[src/rtl/robocup_cmd_decoder_if.sv]
// Byte-stream handshake between the SPI slave shifter and the command decoder.
// The shifter is the master: it reports frame boundaries and received bytes, and takes back the next byte to shift out.
interface robocup_cmd_decoder_if;
    logic       frame_start;
    logic       frame_end;
    logic       rx_valid;
    logic [7:0] rx_data;
    logic [7:0] tx_data;
    logic       tx_load;

    modport master (
        output frame_start, frame_end, rx_valid, rx_data,
        input  tx_data, tx_load
    );

    modport slave (
        input  frame_start, frame_end, rx_valid, rx_data,
        output tx_data, tx_load
    );
endinterface

[src/rtl/robocup_cmd_decoder.sv]
// SPI command decoder for the motor board: parses command frames, issues duty/hall writes
// and streams back encoder/hall/duty snapshots, one response byte per received byte.
module robocup_cmd_decoder #(
    parameter int NUM_MOTORS = 5,
    parameter int ENC_WIDTH  = 16,
    parameter int DUTY_WIDTH = 11,
    parameter int HALL_WIDTH = 8
) (
    input  logic                             sysclk,
    input  logic                             rst,
    robocup_cmd_decoder_if.slave             spi,
    input  logic [NUM_MOTORS*ENC_WIDTH-1:0]  enc_counts,
    input  logic [NUM_MOTORS*HALL_WIDTH-1:0] hall_counts,
    input  logic [NUM_MOTORS*DUTY_WIDTH-1:0] duty_rb,
    output logic                             duty_wr,
    output logic [2:0]                       duty_wr_idx,
    output logic [DUTY_WIDTH-1:0]            duty_wr_data,
    output logic                             hall_wr,
    output logic [2:0]                       hall_wr_idx,
    output logic [HALL_WIDTH-1:0]            hall_wr_data,
    output logic                             motors_en,
    output logic                             busy
);
    localparam int NBYTES = 2 * NUM_MOTORS;
    localparam int CW     = $clog2(NBYTES + 1);
    localparam int IW     = $clog2(NBYTES);

    typedef enum logic [1:0] {S_IDLE, S_CMD, S_DATA, S_DROP} state_t;

    state_t                  state_q, state_d;
    logic [7:0]              cmd_q, cmd_d;
    logic [CW-1:0]           cnt_q, cnt_d;
    logic [7:0]              low_q, low_d;
    logic                    pend_q, pend_d;
    logic [7:0]              resp_q [NBYTES];
    logic [7:0]              resp_d [NBYTES];
    logic [7:0]              tx_data_q, tx_data_d;
    logic                    tx_load_q, tx_load_d;
    logic                    duty_wr_q, duty_wr_d;
    logic [2:0]              duty_idx_q, duty_idx_d;
    logic [DUTY_WIDTH-1:0]   duty_data_q, duty_data_d;
    logic                    hall_wr_q, hall_wr_d;
    logic [2:0]              hall_idx_q, hall_idx_d;
    logic [HALL_WIDTH-1:0]   hall_data_q, hall_data_d;
    logic                    motors_en_q, motors_en_d;
    logic                    busy_q, busy_d;

    // Number of data bytes that carry meaning for a command; everything past it is dropped.
    function automatic logic [CW-1:0] payload_len(input logic [7:0] cmd);
        case (cmd)
            8'h80, 8'h93: payload_len = CW'(NBYTES);
            8'h12, 8'h92: payload_len = CW'(NUM_MOTORS);
            default:      payload_len = '0;
        endcase
    endfunction

    always_comb begin
        state_d     = state_q;
        cmd_d       = cmd_q;
        cnt_d       = cnt_q;
        low_d       = low_q;
        pend_d      = 1'b0;
        resp_d      = resp_q;
        tx_data_d   = tx_data_q;
        tx_load_d   = 1'b0;
        duty_wr_d   = 1'b0;
        duty_idx_d  = duty_idx_q;
        duty_data_d = duty_data_q;
        hall_wr_d   = 1'b0;
        hall_idx_d  = hall_idx_q;
        hall_data_d = hall_data_q;
        motors_en_d = motors_en_q;

        // Response byte goes out the cycle after the byte that requested it was registered.
        if (pend_q) begin
            tx_load_d = 1'b1;
            if (state_q == S_DATA && cnt_q < CW'(NBYTES)) begin
                tx_data_d = resp_q[cnt_q[IW-1:0]];
            end else begin
                tx_data_d = 8'h00;
            end
        end

        unique case (state_q)
            S_CMD: begin
                if (spi.rx_valid) begin
                    cmd_d  = spi.rx_data;
                    cnt_d  = '0;
                    pend_d = 1'b1;
                    for (int i = 0; i < NBYTES; i++) resp_d[i] = 8'h00;
                    for (int m = 0; m < NUM_MOTORS; m++) begin
                        case (spi.rx_data)
                            8'h80: begin
                                resp_d[2*m]   = enc_counts[m*ENC_WIDTH +: 8];
                                resp_d[2*m+1] = enc_counts[m*ENC_WIDTH+8 +: 8];
                            end
                            8'h92: resp_d[m] = 8'(hall_counts[m*HALL_WIDTH +: HALL_WIDTH]);
                            8'h93: begin
                                resp_d[2*m]   = duty_rb[m*DUTY_WIDTH +: 8];
                                resp_d[2*m+1] = 8'(duty_rb[m*DUTY_WIDTH+8 +: DUTY_WIDTH-8]);
                            end
                            default: ;
                        endcase
                    end
                    if (spi.rx_data[6:0] == 7'h30) motors_en_d = spi.rx_data[7];
                    state_d = (payload_len(spi.rx_data) == '0) ? S_DROP : S_DATA;
                end
            end
            S_DATA: begin
                if (spi.rx_valid) begin
                    pend_d = 1'b1;
                    cnt_d  = cnt_q + 1'b1;
                    if (cmd_q == 8'h80) begin
                        if (!cnt_q[0]) begin
                            low_d = spi.rx_data;
                        end else begin
                            duty_wr_d   = 1'b1;
                            duty_idx_d  = 3'(cnt_q >> 1);
                            duty_data_d = {spi.rx_data[DUTY_WIDTH-9:0], low_q};
                        end
                    end else if (cmd_q == 8'h12) begin
                        hall_wr_d   = 1'b1;
                        hall_idx_d  = 3'(cnt_q);
                        hall_data_d = HALL_WIDTH'(spi.rx_data);
                    end
                    if (cnt_q + 1'b1 == payload_len(cmd_q)) state_d = S_DROP;
                end
            end
            S_DROP: begin
                if (spi.rx_valid) pend_d = 1'b1;
            end
            default: ;
        endcase

        if (spi.frame_end) begin
            state_d = S_IDLE;
            pend_d  = 1'b0;
        end

        // A new frame start wins over anything the old frame produced this cycle.
        if (spi.frame_start) begin
            state_d     = S_CMD;
            pend_d      = 1'b0;
            duty_wr_d   = 1'b0;
            hall_wr_d   = 1'b0;
            motors_en_d = motors_en_q;
            tx_data_d   = {motors_en_q, 7'h00};
            tx_load_d   = 1'b1;
        end

        busy_d = (state_d != S_IDLE);
    end

    always_ff @(posedge sysclk) begin
        if (rst) begin
            state_q     <= S_IDLE;
            cmd_q       <= '0;
            cnt_q       <= '0;
            low_q       <= '0;
            pend_q      <= 1'b0;
            for (int i = 0; i < NBYTES; i++) resp_q[i] <= 8'h00;
            tx_data_q   <= 8'h00;
            tx_load_q   <= 1'b0;
            duty_wr_q   <= 1'b0;
            duty_idx_q  <= '0;
            duty_data_q <= '0;
            hall_wr_q   <= 1'b0;
            hall_idx_q  <= '0;
            hall_data_q <= '0;
            motors_en_q <= 1'b0;
            busy_q      <= 1'b0;
        end else begin
            state_q     <= state_d;
            cmd_q       <= cmd_d;
            cnt_q       <= cnt_d;
            low_q       <= low_d;
            pend_q      <= pend_d;
            resp_q      <= resp_d;
            tx_data_q   <= tx_data_d;
            tx_load_q   <= tx_load_d;
            duty_wr_q   <= duty_wr_d;
            duty_idx_q  <= duty_idx_d;
            duty_data_q <= duty_data_d;
            hall_wr_q   <= hall_wr_d;
            hall_idx_q  <= hall_idx_d;
            hall_data_q <= hall_data_d;
            motors_en_q <= motors_en_d;
            busy_q      <= busy_d;
        end
    end

    assign spi.tx_data  = tx_data_q;
    assign spi.tx_load  = tx_load_q;
    assign duty_wr      = duty_wr_q;
    assign duty_wr_idx  = duty_idx_q;
    assign duty_wr_data = duty_data_q;
    assign hall_wr      = hall_wr_q;
    assign hall_wr_idx  = hall_idx_q;
    assign hall_wr_data = hall_data_q;
    assign motors_en    = motors_en_q;
    assign busy         = busy_q;
endmodule

[src/flat_wrapper.sv]
// flat-port wrapper written by rule: the top's interface ports become plain ports
module robocup_cmd_decoder_flat 
#(
    parameter int NUM_MOTORS = 5,
    parameter int ENC_WIDTH  = 16,
    parameter int DUTY_WIDTH = 11,
    parameter int HALL_WIDTH = 8
)
  (sysclk, rst, enc_counts, hall_counts, duty_rb, duty_wr, duty_wr_idx, duty_wr_data, hall_wr, hall_wr_idx, hall_wr_data, motors_en, busy, spi_frame_start, spi_frame_end, spi_rx_valid, spi_rx_data, spi_tx_data, spi_tx_load);
  robocup_cmd_decoder_if spi_i ();
  input  logic sysclk;
  input  logic rst;
  input  logic [NUM_MOTORS*ENC_WIDTH-1:0] enc_counts;
  input  logic [NUM_MOTORS*HALL_WIDTH-1:0] hall_counts;
  input  logic [NUM_MOTORS*DUTY_WIDTH-1:0] duty_rb;
  output logic duty_wr;
  output logic [2:0] duty_wr_idx;
  output logic [DUTY_WIDTH-1:0] duty_wr_data;
  output logic hall_wr;
  output logic [2:0] hall_wr_idx;
  output logic [HALL_WIDTH-1:0] hall_wr_data;
  output logic motors_en;
  output logic busy;
  input wire logic [$bits(spi_i.frame_start)-1:0] spi_frame_start;
  input wire logic [$bits(spi_i.frame_end)-1:0] spi_frame_end;
  input wire logic [$bits(spi_i.rx_valid)-1:0] spi_rx_valid;
  input wire logic [$bits(spi_i.rx_data)-1:0] spi_rx_data;
  output wire logic [$bits(spi_i.tx_data)-1:0] spi_tx_data;
  output wire logic [$bits(spi_i.tx_load)-1:0] spi_tx_load;
  assign spi_i.frame_start = spi_frame_start;
  assign spi_i.frame_end = spi_frame_end;
  assign spi_i.rx_valid = spi_rx_valid;
  assign spi_i.rx_data = spi_rx_data;
  assign spi_tx_data = spi_i.tx_data;
  assign spi_tx_load = spi_i.tx_load;
  robocup_cmd_decoder #(.NUM_MOTORS(NUM_MOTORS), .ENC_WIDTH(ENC_WIDTH), .DUTY_WIDTH(DUTY_WIDTH), .HALL_WIDTH(HALL_WIDTH)) u_core (.sysclk(sysclk), .rst(rst), .spi(spi_i), .enc_counts(enc_counts), .hall_counts(hall_counts), .duty_rb(duty_rb), .duty_wr(duty_wr), .duty_wr_idx(duty_wr_idx), .duty_wr_data(duty_wr_data), .hall_wr(hall_wr), .hall_wr_idx(hall_wr_idx), .hall_wr_data(hall_wr_data), .motors_en(motors_en), .busy(busy));
endmodule
[config.mk]
export PLATFORM = sky130hd
export DESIGN_NAME = robocup_cmd_decoder_flat
export DESIGN_NICKNAME = d
export VERILOG_FILES = /design/src/rtl/robocup_cmd_decoder_if.sv /design/src/rtl/robocup_cmd_decoder.sv /design/src/flat_wrapper.sv
export SDC_FILE = /design/constraint.sdc
export NUM_CORES = 1
export LEC_CHECK = 0
export CORE_ASPECT_RATIO = 1.5
export CORE_MARGIN = 2
export CORE_UTILIZATION = 50
export DETAILED_ROUTE_END_ITERATION = 7
export PLACE_DENSITY = 0.94
export SYNTH_ARGS = -nofsm -noshare
export SYNTH_HDL_FRONTEND = slang
export SYNTH_SLANG_ARGS = --single-unit
[constraint.sdc]
create_clock -name sysclk -period 4.1 [get_ports sysclk]
set_input_delay 0.615 -clock sysclk [delete_from_list [all_inputs] [get_ports sysclk]]
set_output_delay 0.615 -clock sysclk [all_outputs]
set_load 0.01 [all_outputs]
==> impl.org, run 1 <==
** Routing
- After detailed routing, the average wire length per cell comes to 19.1 µm.
- For this block, the via count after detailed routing is 6,672.
- Number of DRC violations after detailed-routing iteration 0 :: 555
- Using the TritonRoute via totals, the vias-per-cell ratio works out to 6.01.
- Summed over all layers, the routed wires come to 21,200 µm.
- Detailed-routing iteration count for the pre-antenna-repair pass :: 5
- The count of nets left with antenna violations once routing finished came out at 0.
- Number of remaining DRC errors :: 0

** CTS
- Clock transition at the registers of the reported paths :: 0.06 ns
- Post-CTS Repair Setup Buffers :: 0
- TritonCTS built the clock tree.
- In this run the number of H-tree levels came out at 4.
- After clock tree synthesis, the repair step resized 0 gates.
- Hold-fix buffers at CTS :: 0
- Clock sink total :: 141
- Number of clock buffers inserted by TritonCTS :: 17
- The clock reaches the later pin of the worst-skew pair after 0.43 ns.
- Clock root buffer :: clkbuf_16
- In this run the deepest clock path goes through 2 buffers.

** Timing
- Headroom to the max-slew limit came out at 29.2%.
- Adding up every negative setup slack in the final design gives 0 ns.
- The final max-slew violation count is 0.
- Unrepaired setup endpoints after global routing :: false
- Slew at the pin with the worst max-slew slack :: 1.05 ns
- Clock skew on the completed layout was measured at 0.00670 ns.
- Tcrit/Tclk final :: 69.6%
- Shortest clock period the worst path allows after layout :: 2.86 ns
- Highest clock frequency the design can meet :: 0.350 GHz
- The final hold violation count came to 0.
- Setup violations remaining at the end of the flow were counted as 0.

** Critical path
- The number of cells on the worst reg-to-reg path is 8.
- The worst setup path is captured at a register.
- Crit path from :: spi_rx_data[2]
- Worst Path Max Fanout :: 18
- Category of the critical setup timing path :: in2reg
- In this run the critical register-to-register path is launched from u_core.state_q[0].
- Worst Path Required :: 4.47 ns
- STA classifies the critical path startpoint as an input pin.
- STA puts the critical path data arrival time at 3.22 ns.
- The worst register-to-register path ends at u_core.resp_q[59].
- For flop-to-flop paths, the worst setup slack is 1.39 ns.

** Floorplanning
- Core footprint :: 0.0135 mm²
- Chip Height :: 147 µm
- Full die area :: 0.0147 mm²
- Die X :: 99.5 µm
- For this configuration, the core starts out at a cell density of 50.8%.
- Total number of placement rows :: 52
- I/O Pins :: 226

** Synth
- Total number of yosys warnings :: 0
- Netlist area before placement :: 0.00685 mm²
- Main flop type after synthesis :: dfxtp_1
- Counting flops with a built-in enable in the synthesized netlist gives 0.
- Post-Synthesis Net Count :: 945
- Counting flops with an async set or reset pin after synthesis yields a share of 0%.
- The synthesized design devotes to its leading area cell type 41.2% of total area.
- Yosys attributes the largest share of cell area to dfxtp_1 41%, mux2i_1 7.6%, nor2_1 7.0%.
- Number of distinct standard cells referenced by the synthesized netlist :: 55
- The biggest area contributor in the post-synthesis netlist is dfxtp_1.
- Average footprint of a synthesized cell :: 9.10 µm²
- Post-synthesis instance total :: 752
- Sequential elements use 41.2% of the synthesized area.
- Synthesis inferred 141 register bits.

** Hold path
- Counting instances, the worst hold path has a depth of 1.
- Min-delay src :: u_core.spi.tx_data[5]
- Worst Hold Class :: reg2reg
- Sink of the worst hold path :: u_core.spi.tx_data[5]

** Layout
- Final-stage net count :: 1,129
- In the layout the commonest cells are 224 x clkdlybuf4s50_1, 140 x dfxtp_1, 128 x nor2_1.
- Growth of design area from synthesis to finish :: 41.1%
- Share of cells above drive strength 1 :: 7.38%
- Final instance area :: 0.00966 mm²
- The repair_antennas step left the layout with diodes totalling 0.
- The library cell used most frequently in the layout, excluding fill and tap cells, is clkdlybuf4s50_1.
- Layout fillers :: 946

** Power and ir drop
- Clock Power Share :: 46.6%
- For this design the total switching power over the nets is 775 µW.
- Sw Share :: 24.1%
- Combinational share of power :: 10.2%
- Static Leakage :: 3.62 nW
- Internal power :: 2.43 mW
- Registers are responsible for 43.1% of the overall power.
- In this run the power density over the cells is 332 mW/mm².
- VDD sags by at most 0.270 mV.

** Global route
- The number of global-route vias before repair is 6,564.
- Congestion Overflow GR :: 0
- Across every metal layer, demand over resource in global routing totals 28.9%.
- The first global-routing pass estimated 33,200 µm of wire.
- Largest net degree at the start of global routing :: 90
- The initial antenna violation count came to 0.

** Outcome
- Status :: finished clean

** Place
- Summed over all nets, the half-perimeter wirelength after detailed placement is 15,100 µm.
- Global placer's final weighted congestion :: 0.854
- IO buf count :: 225
- Post-place instance area :: 0.00909 mm²

** Job
- Across the run, the number of max-cap violations was 0.
## routing by layer
metal,track usage (%),wire [µm],vias to the layer above
met3,4.33,1100,71
met4,15.0,1040,0
met2,52.0,11300,306
met1,32.3,7790,3187
met5,0,0,-
li1,-,-,3108
## worst max-delay path by stage
stage                        endpoint  slack, ns  cells past startpoint
2_1_floorplan  u_core.hall_wr_data[0]       2.09                      6
3_3_place_gp        u_core.resp_q[45]       1.04                      7
3_5_place_dp        u_core.resp_q[49]       0.96                      8
4_1_cts             u_core.resp_q[19]       1.32                      6
5_1_grt             u_core.resp_q[19]       1.07                      6
6_report            u_core.resp_q[36]       1.24                      6
## final cells by class
class	instances	area [µm²]	share of cell area, %
multi-input combinational	516	3630	37.6
tap	162	203	2.10
inverter	26	97.6	1.01
clock inverter	14	136	1.41
sequential	141	2820	29.2
timing repair buffer	234	2330	24.1
clock buffer	18	439	4.55
## Yosys cell counts, drive strengths merged, types with 2 or more instances
cell type    n
a21oi       59
ha           5
o21ai       34
clkbuf      43
a211o        7
nand2       22
a32o         7
mux4        16
a2bb2oi     21
xor2         2
o2bb2ai      8
nor3         4
nor2b       11
nor4         4
o2111ai      2
dfxtp      141
nand2b       4
nand3        3
o31ai        2
nor2       128
buf         26
nor4bb       2
a22o        35
inv         26
a22oi       59
and2         5
nor3b        3
mux2i       52
or2          2
## power by group through the flow
stage	logic, mW	clock network [mW]	registers (mW)
6_report	0.328	1.50	1.38
2_1_floorplan	0.107	0	1.41
3_3_place_gp	0.317	0	1.41
4_1_cts	0.326	1.50	1.38
3_5_place_dp	0.323	0	1.41
5_1_grt	0.350	1.55	1.38
## sequential cells by signal (all words and copies together) (netlist names)
register,flops
u_core.resp_q,80
u_core.duty_wr_data,11
u_core.cmd_q,8
u_core.hall_wr_data,8
u_core.low_q,8
u_core.spi.tx_data,8
u_core.cnt_q,4
u_core.duty_wr_idx,3
u_core.hall_wr_idx,3
u_core.state_q,2
u_core.busy,1
u_core.duty_wr,1
u_core.hall_wr,1
u_core.motors_en,1
u_core.pend_q,1
u_core.spi.tx_load,1
## per-stage QoR
step                      worst slack [ns]  hold slack, ns  utilization [%]  cells  power [mW]
after detailed placement             0.957           0.459             67.5   1079        1.74
after global routing                  1.07           0.502             71.7   1111        3.28
after floorplan                       2.09           0.454                -    752        1.52
final                                 1.24           0.469             71.7   1111        3.21
after global placement                1.04           0.445             67.5   1079        1.73
after CTS                             1.32           0.473             71.7   1111        3.21
## cells by family (layout without fill, tap and decap cells)
kind of cell               Yosys count  in the layout  share of synthesized area, %
AOI/OAI and AO/OA                  245            245                          25.3
and+or+nand+nor                    195            195                          13.3
DFF                                141            141                          41.2
buffers and inverters               95            292                          5.96
muxes                               69             69                          13.0
adders and majority gates            5              5                         0.914
xor gates and xnor gates             2              2                         0.256
## worst max-delay path, cell delays in order
cell and delay (ns):
clkdlybuf4s50_1 0.57, nor4_1 0.48, nor2b_4 0.57, and2_1 0.63, a22oi_1 0.20, nor2_1 0.14
Power figures use the tool's default switching activity.
==> inputs of run 2 (changes only) <==
--- a/config.mk
+++ b/config.mk
@@ -7,9 +7,9 @@
 export LEC_CHECK = 0
 export CORE_ASPECT_RATIO = 1.5
 export CORE_MARGIN = 2
-export CORE_UTILIZATION = 50
+export CORE_UTILIZATION = 42
 export DETAILED_ROUTE_END_ITERATION = 7
-export PLACE_DENSITY = 0.94
+export PLACE_DENSITY = 0.85
 export SYNTH_ARGS = -nofsm -noshare
 export SYNTH_HDL_FRONTEND = slang
 export SYNTH_SLANG_ARGS = --single-unit
==> constraint.sdc (replaced) <==
create_clock -name sysclk -period 2.35 [get_ports sysclk]
set_input_delay 0.3525 -clock sysclk [delete_from_list [all_inputs] [get_ports sysclk]]
set_output_delay 0.3525 -clock sysclk [all_outputs]
set_load 0.01 [all_outputs]
==> run 2 against run 1 <==
Net effect: clock skew grew 0.0017 ns; design area grew 3.4%; die area grew 18%; routed wire length grew 2.3%; final cell count grew 6.7%; global-route usage shrank 3.5 points; sequential power grew 75%; via count is essentially flat; utilization shrank 9.5 points; critical path type is now reg2reg.
==> impl.org, run 2 (synthesis gave the netlist of run 1 again) <==
** Outcome
- Status :: finished clean (unchanged)

** Routing
- Total wire length :: 21,700 µm (was 21,200 µm)
- Routed vias/inst :: 5.64 (was 6.01)
- The final antenna-violating net count was 0 (unchanged).
- Vias :: 6,678 (was 6,672)
- Detailed-routing iteration count for the pre-antenna-repair pass :: 5 (unchanged)
- The iteration-0 DRC count of the detailed router came to 481 (was 555).
- Number of remaining DRC errors :: 0 (unchanged)
- The routed wirelength normalized by instance count was 18.3 µm (was 19.1 µm).

** Layout
- Final instance area :: 0.00999 mm² (was 0.00966 mm²)
- The number of antenna cells inserted was 0 (unchanged).
- Flip-flop count of the largest register after layout :: 80 (unchanged)
- Layout fillers :: 1,311 (was 946)
- The fraction of layout cells with a size suffix above 1 is 10.2% (was 7.38%).
- Final-stage net count :: 1,159 (was 1,129)
- Register with the most flip-flops :: u_core.resp_q (unchanged)
- Growth of design area from synthesis to finish :: 45.9% (was 41.1%)
- Most frequent cells in the layout :: 223 x clkdlybuf4s50_1, 140 x dfxtp_1, 128 x nor2_1 (was 224 x clkdlybuf4s50_1, 140 x dfxtp_1, 128 x nor2_1)
- The most common library cell in the layout ignoring fill and taps is clkdlybuf4s50_1 (unchanged).

** Critical path
- Crit start category :: register (was input pin)
- The arrival time of the worst setup path came to 2.36 ns (was 3.22 ns).
- Number of buffer and inverter instances along the worst setup path :: 1 (unchanged)
- Endpoint of the most critical register-to-register path :: u_core.spi.tx_data[2] (was u_core.resp_q[59])
- Reg2Reg Depth :: 4 (was 8)
- Cell chain of the critical path :: buf_4 -> mux4_2 -> a211o_1 -> a32o_1 (was clkdlybuf4s50_1 -> nor4_1 -> nor2b_4 -> and2_1 -> a22oi_1 -> nor2_1)
- Biggest cell delay along the critical path :: 0.55 ns (was 0.63 ns)
- Category of the critical setup timing path :: reg2reg (was in2reg)
- The data required time of the worst path came to 2.66 ns (was 4.47 ns).
- The kind of end point of the critical path was a register (unchanged).
- The worst reg-to-reg setup slack was 0.31 ns (was 1.39 ns).
- The critical path's slowest cell is mux4_2 (was and2_1).
- The startpoint of the worst register-to-register path is u_core.cnt_q[0] (was u_core.state_q[0]).
- Worst Path Max Fanout :: 11 (was 18)
- The cell family contributing the most delay on the critical path was compound AO/OA/AOI/OAI gates (was simple AND/OR/NAND/NOR gates).

** Floorplanning
- The effective utilization at floorplan is 42.7% (was 50.8%).
- The die extent in y came to 160 µm (was 147 µm).
- The number of placement rows came to 57 (was 52).
- Full die area :: 0.0174 mm² (was 0.0147 mm²)
- The number of placed I/O pins is 226 (unchanged).
- Die X :: 108 µm (was 99.5 µm)
- Core footprint :: 0.0160 mm² (was 0.0135 mm²)

** Timing
- Setup tns final :: 0 ns (unchanged)
- The final hold violation count is 0 (unchanged).
- Slew at the pin with the worst max-slew slack :: 0.846 ns (was 1.05 ns)
- The worst hold margin was 0.274 ns (was 0.469 ns).
- The final max-slew violation count was 0 (unchanged).
- The clock period could shrink to 2.04 ns.
- The headroom to the max-slew limit was 43.6% (was 29.2%).
- Slack of the critical path :: 0.307 ns (was 1.24 ns)
- Static timing analysis puts the maximum clock frequency at 0.490 GHz.
- Worst-case clock skew :: 0.00836 ns (was 0.00670 ns)
- Unrepaired setup endpoints after global routing: false (unchanged).
- In the finished design, the share of the clock period the worst path needs comes to 86.9%.
- The count of endpoints failing setup in the final report is 0 (unchanged).

** Global route
- The overflow left after global routing is 0 (unchanged).
- Vias in the first global route :: 6,831 (was 6,564)
- Wire length of the first global-routing pass :: 34,400 µm (was 33,200 µm)
- The initial antenna violation count is 0 (unchanged).
- Aggregate global-route resource usage :: 25.4% (was 28.9%)
- The maximum number of pins on one net before global-route repair came to 81 (was 90).

** Hold path
- The class of the tightest hold or removal check was in2reg (was reg2reg).
- The instance count along the most critical hold path is 3 (was 1).
- The start point of the worst hold path is spi_rx_data[0] (was u_core.spi.tx_data[5]).
- Sink of the worst hold path :: u_core.cmd_q[0] (was u_core.spi.tx_data[5])

** Place
- HPWL Detailed :: 16,100 µm (was 15,100 µm)
- Post-place instance area :: 0.00941 mm² (was 0.00909 mm²)
- Global placer's final weighted congestion :: 0.886 (was 0.854)
- The number of I/O port buffers came to 225 (unchanged).
- Pre-CTS worst setup slack :: -0.0270 ns (was 0.957 ns)

** Power and ir drop
- The maximum vdd drop came to 0.387 mV (was 0.270 mV).
- Psw :: 1.38 mW (was 775 µW)
- The static leakage power is 3.79 nW (was 3.62 nW).
- The internal power component was 4.26 mW (was 2.43 mW).
- The portion of total power attributed to sequential cells is 42.8% (was 43.1%).
- Sw Share :: 24.4% (was 24.1%)
- The clock share of power came to 46.5% (was 46.6%).
- The logic gate share of total power came to 10.7% (was 10.2%).
- Pwr per Cell Area :: 565 mW/mm² (was 332 mW/mm²)

** CTS
- Hold-fix buffers at CTS :: 0 (unchanged)
- The number of buffers added by the clock tree synthesis step came to 17 (unchanged).
- Later-pin clock latency in the skew report :: 0.42 ns (was 0.43 ns)
- Clock tree from TritonCTS :: built (unchanged)
- Clock root buffer :: clkbuf_16 (unchanged)
- The clock-pin transition on the worst setup and hold timing paths came to 0.06 ns (about the same).
- Post-CTS Repair Setup Buffers :: 0 (unchanged)
- The maximum number of buffers from clock root to sink is 2 (unchanged).
- Clock sink total :: 141 (unchanged)
- The number of gates resized after cts came to 0 (unchanged).
- The CTS H-tree depth is 4 (unchanged).

** Job
- The total of max-cap violations is 0 (unchanged).
==> run 2: cell types whose count changed in the layout (fill, tap and decap cells not counted), sizes merged <==
cell / before / now
buf: 10 / 41
clkdlybuf4s50: 224 / 223
clkinv: 7 / 4
clkinvlp: 3 / 2
inv: 29 / 33
==> run 2: worst min-delay path: stages <==
cell and delay (ns):
buf_2 0.17, nand2_1 0.07, a21oi_1 0.05
==> run 2: worst max path at each step <==
stage / to / startpoint / cells past startpoint / slack (ns)
floorplan: u_core.spi.tx_data[3] / u_core.cnt_q[0] / 6 / 0.47
global placement: u_core.resp_q[59] / spi_rx_data[3] / 8 / -0.02
detailed placement: u_core.resp_q[66] / spi_rx_data[3] / 8 / -0.03
CTS: u_core.spi.tx_data[3] / u_core.cnt_q[0] / 4 / 0.28
global route: u_core.busy / u_core.cnt_q[0] / 7 / 0.12
finish: u_core.spi.tx_data[2] / u_core.cnt_q[0] / 4 / 0.31
==> run 2: area by class of cell <==
| class | instances | area, µm² | share of cell area (%) |
|---|---|---|---|
| Multi-Input combinational cell | 516 | 3630 | 36.4 |
| Sequential cell | 141 | 2820 | 28.3 |
| Timing Repair Buffer | 264 | 2600 | 26.0 |
| Clock buffer | 18 | 429 | 4.30 |
| Tap cell | 206 | 258 | 2.58 |
| Clock inverter | 14 | 146 | 1.47 |
| Inverter | 26 | 97.6 | 0.977 |
==> run 2: power groups by stage <==
stage               Combinational, mW  Sequential, mW  Clock, mW
floorplan                       0.187            2.47          0
global placement                0.596            2.47          0
detailed placement              0.602            2.47          0
CTS                             0.606            2.41       2.63
global route                    0.646            2.41       2.74
finish                          0.606            2.41       2.62
==> run 2: routing by layer <==
metal / global-route usage, % / part of all wire [%] / routed length [µm] / up-vias
met5: 0 / 0 / 0 / -
met4: 13.6 / 4.9 / 1060 / 0
met3: 4.67 / 5.0 / 1080 / 74
met2: 46.2 / 54 / 11700 / 253
met1: 27.0 / 36 / 7860 / 3177
li1: - / - / - / 3174
==> run 2: metrics by stage <==
step	util [%]	instances	power (mW)
final	62.2	1185	5.64
after global routing	62.2	1185	5.80
after CTS	62.2	1185	5.65
after detailed placement	58.7	1153	3.07
after global placement	58.7	1153	3.06
after floorplan	-	752	2.65
